--- src/rtl/serial_magnitude_compare_ctrl.sv ---
// Serial magnitude comparator: walks operand nibbles MSB-first through one
// shared 4-bit compare and stops at the first unequal nibble.
module serial_magnitude_compare_ctrl #(
  parameter int NIBBLES = 4
) (
  input  logic                   clk,
  input  logic                   reset,
  input  logic                   start,
  input  logic [4*NIBBLES-1:0]   a,
  input  logic [4*NIBBLES-1:0]   b,
  output logic                   busy,
  output logic                   done,
  output logic                   lt,
  output logic                   gt,
  output logic                   eq
);

  localparam int W  = 4 * NIBBLES;
  localparam int IW = (NIBBLES > 1) ? $clog2(NIBBLES) : 1;
  localparam logic [IW-1:0] IDX_TOP = IW'(NIBBLES - 1);

  typedef enum logic [1:0] {
    IDLE,
    COMPARE,
    DONE
  } state_t;

  state_t        state;
  state_t        state_nxt;
  logic [W-1:0]  a_q;
  logic [W-1:0]  b_q;
  logic [W-1:0]  a_nxt;
  logic [W-1:0]  b_nxt;
  logic [IW-1:0] idx;
  logic [IW-1:0] idx_nxt;
  logic [2:0]    flags;
  logic [2:0]    flags_nxt;
  logic [3:0]    a_nib;
  logic [3:0]    b_nib;
  logic          nib_lt;
  logic          nib_gt;
  logic          nib_eq;
  logic          last;

  // Operands shift left as nibbles match, so the active nibble is always on top
  assign a_nib  = a_q[W-1 -: 4];
  assign b_nib  = b_q[W-1 -: 4];
  assign nib_lt = (a_nib < b_nib);
  assign nib_gt = (a_nib > b_nib);
  assign nib_eq = (a_nib == b_nib);
  assign last   = (idx == '0);

  always_ff @(posedge clk or posedge reset) begin
    if (reset) begin
      state <= IDLE;
      a_q   <= '0;
      b_q   <= '0;
      idx   <= '0;
      flags <= '0;
    end else begin
      state <= state_nxt;
      a_q   <= a_nxt;
      b_q   <= b_nxt;
      idx   <= idx_nxt;
      flags <= flags_nxt;
    end
  end

  always_comb begin
    state_nxt = state;
    a_nxt     = a_q;
    b_nxt     = b_q;
    idx_nxt   = idx;
    flags_nxt = flags;
    unique case (state)
      IDLE: begin
        if (start) begin
          a_nxt     = a;
          b_nxt     = b;
          idx_nxt   = IDX_TOP;
          state_nxt = COMPARE;
        end
      end
      COMPARE: begin
        unique case (1'b1)
          nib_lt: begin
            flags_nxt = 3'b100;
            state_nxt = DONE;
          end
          nib_gt: begin
            flags_nxt = 3'b010;
            state_nxt = DONE;
          end
          (nib_eq && last): begin
            flags_nxt = 3'b001;
            state_nxt = DONE;
          end
          (nib_eq && !last): begin
            idx_nxt = idx - IW'(1);
            a_nxt   = a_q << 4;
            b_nxt   = b_q << 4;
          end
          default: state_nxt = IDLE;
        endcase
      end
      DONE: state_nxt = IDLE;
      default: state_nxt = IDLE;
    endcase
  end

  assign busy = (state != IDLE);
  assign done = (state == DONE);
  assign lt   = flags[2];
  assign gt   = flags[1];
  assign eq   = flags[0];

endmodule

--- config.mk ---
export PLATFORM = sky130hd
export DESIGN_NAME = serial_magnitude_compare_ctrl
export DESIGN_NICKNAME = d
export VERILOG_FILES = /design/src/rtl/serial_magnitude_compare_ctrl.sv
export SDC_FILE = /design/constraint.sdc
export NUM_CORES = 1
export LEC_CHECK = 0
export ABC_CLOCK_PERIOD_IN_PS = 2100
export BUFFER_PORTS_ARGS = -buffer_cell sky130_fd_sc_hd__buf_2
export CAP_MARGIN = 20
export CELL_PAD_IN_SITES_DETAIL_PLACEMENT = 1
export CELL_PAD_IN_SITES_GLOBAL_PLACEMENT = 1
export CORE_ASPECT_RATIO = 0.8
export CORE_MARGIN = 1
export CORE_UTILIZATION = 36
export CTS_CLUSTER_SIZE = 20
export DETAILED_ROUTE_END_ITERATION = 8
export GPL_ROUTABILITY_DRIVEN = 0
export PLACE_DENSITY = 0.68
export SLEW_MARGIN = 20
export SYNTH_ARGS = -nofsm -noshare
export SYNTH_HDL_FRONTEND = slang
export SYNTH_SLANG_ARGS = --single-unit
--- constraint.sdc ---
create_clock -name clk -period 2.1 [get_ports clk]
set_input_delay 0.315 -clock clk [delete_from_list [all_inputs] [get_ports clk]]
set_output_delay 0.315 -clock clk [all_outputs]
set_load 0.03 [all_outputs]
==> results.md <==
- Outcome: finished clean
- Multi-input gate area: 707 sq um
- Post-Synth XOR/XNOR Area: 0%
- Setup TNS: 0 ns
- Async SR Flop Fraction: 100%
- Starting Density: 38.0%
- Worst Path Required: 2.28 ns
- M1 GR Usage: 23.8%
- Via-to-Cell Ratio: 5.18
- Core area: 0.00468 sq mm
- Via count: 1506
- Crit-path max FO: 38
- R2R cell count: 7
- Avg Inst Size Synth: 9.52 sq um
- Worst R2R Setup Slack: 0.17 ns
- Critical Path End Type: register
- #FFs+latches synth: 39
- Adder-cell share of the synthesized area: 3.51%
- I/O Pins: 40
- Die height: 64.9 um
- Fraction of layout cells with a size suffix above 1: 26.4%
- Multiplexer area fraction after synthesis: 0%
- CP arrival: 2.11 ns
- Synth warnings: 0
- Die area: 0.00523 sq mm
- Critical path launch point type: register
- Nets: 270
- Worst-Skew Late Latency: 0.29 ns
- Post-synthesis sequential area ratio: 54.8%
- GRT Overall Usage: 19.1%
- First-pass GRT wire length: 7560 um
- Reg-to-reg endpoint: a_q[8]$_DFFE_PP0P_
- Worst rel slew slack: 67.1%
- Max Slew Vio Count: 0
- Residual DRC: 0
- Cts hold-fix bufs: 0
- Synth area leaders: dfrtp_1 55%, nor2_1 9.5%, o22ai_1 6.7%, nand2_1 3.8%, ha_1 3.5%
- Fill count: 556
- Clk_skew: 0.00298 ns
- Unrepaired setup endpoints after global routing: false
- Top_reg_cell synth: dfrtp_1
- Synth Area in Simple Gates: 20.7%
- Hpwl dp: 2990 um
- Post-Syn Area: 0.00178 sq mm
- DRT Wirelength: 4250 um
- Tightest Pin Transition: 0.493 ns
- Initial DRT Pass Iterations: 4
- Port Buffer Count: 39
- Synth-to-Final Area Change: 21.1%
- Total grt overflow: 0
- FMAX: 518 MHz
- Vias in the first global route: 1609
- Clock root cell: clkbuf_8
- Drt initial violations: 67
- Initial antenna violation count: 0
- Net Count, Synth: 227
- Site Rows: 22
- Final setup fails: 0
- Largest family of logic cells by synthesized area: simple AND/OR/NAND/NOR gates
- Post-cts resize count: 0
- Bufs on Longest Clock Path: 2
- Synth Area in Compound Gates: 15.5%
- Hold crit path type: input pin to asynchronous set/reset pin
- Crit share post-route: 91.8%
- Synth top area share: 54.8%
- Overall power: 3230 uW
- Largest net degree at the start of global routing: 40
- Hold Fails Final Rpt: 0
- Largest area contributor in the synthesized netlist: dfrtp_1
- Htree depth: 2
- Routed Antenna Nets: 0
- Diode count: 0
- Reg2Reg Launch Point: idx[0]$_DFFE_PP0P_
- Most frequent cell after synthesis: nor2_1
- CTS tree: done
- Postcts setup bufs: 0
- Worst Path Class, Setup: register to register
- Met2 usage: 31.4%
- Max cap viols: 0
- Wire per inst: 14.6 um
- Synthesized instance count: 187
- Total CTS buffers: 5
- Die W: 80.6 um
- Busiest grt layer: met2
- Reg clk slew, reported paths: 0.08 ns
- LEAKAGE: 0.00104 uW
- GRT met3 Usage: 5.07%
- Period minus WS final: 1.93 ns
- Post-synth top cells: 45 x nor2_1, 39 x dfrtp_1, 19 x o22ai_1
- EDFF count, synth: 0
- Seq. cell area: 976 sq um
- Yosys cell types: 28
- Peak VDD IR: 0.585 mV
- Sink Count: 39
- PwrDens: 1500 mW/mm^2
[sequential cells by signal, summed over array words and instances (netlist names)]
register	flops
a_q	16
b_q	16
flags	3
idx	2
state	2
[critical path, cell delays in order, from the launching register on]
cell and delay (ns):
dfrtp_1 0.38, inv_1 0.06, ha_1 0.23, or3b_1 0.39, or2_1 0.23, buf_4 0.26, o22ai_1 0.20, nor2_1 0.07
[per-stage QoR]
step	instances	instance area [sq um]	hold WS (ns)	setup WS (ns)	utilization [%]
CTS	291	2160	0.142	0.151	46.1
finish	291	2160	0.130	0.171	46.1
detailed placement	283	2040	0.472	0.208	43.6
floorplan	187	1780	0.420	0.341	-
global placement	283	2040	0.454	0.273	43.6
global route	291	2160	0.169	0.0187	46.1
[worst max-delay path by stage]
stage / cells after the start / start / slack (ns) / to
after global placement: 7 / idx[0]$_DFFE_PP0P_ / 0.27 / a_q[14]$_DFFE_PP0P_
final: 7 / idx[0]$_DFFE_PP0P_ / 0.17 / a_q[8]$_DFFE_PP0P_
after global routing: 7 / idx[0]$_DFFE_PP0P_ / 0.02 / a_q[14]$_DFFE_PP0P_
after CTS: 7 / idx[0]$_DFFE_PP0P_ / 0.15 / a_q[14]$_DFFE_PP0P_
after floorplan: 8 / idx[0]$_DFFE_PP0P_ / 0.34 / b_q[4]$_DFFE_PP0P_
after detailed placement: 7 / idx[0]$_DFFE_PP0P_ / 0.21 / b_q[12]$_DFFE_PP0P_
[power by group]
part / internal [uW] / switching (uW) / total (uW)
combinational: 506 / 770 / 1280
clock: 360 / 283 / 643
sequential: 1110 / 208 / 1310
total: 1970 / 1260 / 3230
[per-layer routing]
metal	vias to the layer above	share of wire [%]
met1	738	46
met2	30	48
met3	7	4.6
met4	0	1.4
li1	731	-
met5	-	0
[kinds of logic after synthesis]
kind of cell,count (synthesis)
adders and majority gates,5
DFF,39
AOI/OAI and AO/OA,39
buffers and inverters,19
and+or+nand+nor,85
[cell type report]
class | instances | area share (%)
timing repair buffer | 46 | 11.5
clock inverter | 3 | 2.21
inverter | 9 | 1.57
sequential | 39 | 45.3
tap | 60 | 3.48
clock buffer | 5 | 3.19
multi-input combinational | 129 | 32.8
[cells in the final DEF, fill, tap and decap left out]
| cell type | count |
|---|---|
| nand3b_1 | 1 |
| nand2_1 | 18 |
| a211o_1 | 1 |
| nor2b_1 | 3 |
| nand3_1 | 10 |
| o211ai_1 | 1 |
| a31o_2 | 1 |
| dfrtp_1 | 39 |
| o21ai_0 | 1 |
| buf_4 | 7 |
| a31oi_1 | 5 |
| inv_1 | 9 |
| o22ai_1 | 19 |
| or2_2 | 1 |
| a21oi_1 | 3 |
| clkbuf_8 | 5 |
| nor2_1 | 45 |
| a211oi_1 | 1 |
| or2_1 | 1 |
| clkinv_4 | 1 |
| buf_2 | 39 |
| o22ai_2 | 5 |
| inv_6 | 1 |
| o21ai_1 | 2 |
| ha_1 | 5 |
| or3b_1 | 2 |
| bufinv_16 | 1 |
| nand4_1 | 2 |
| nor3b_1 | 1 |
| nand2b_1 | 1 |
(Power assumes the default switching activity.)
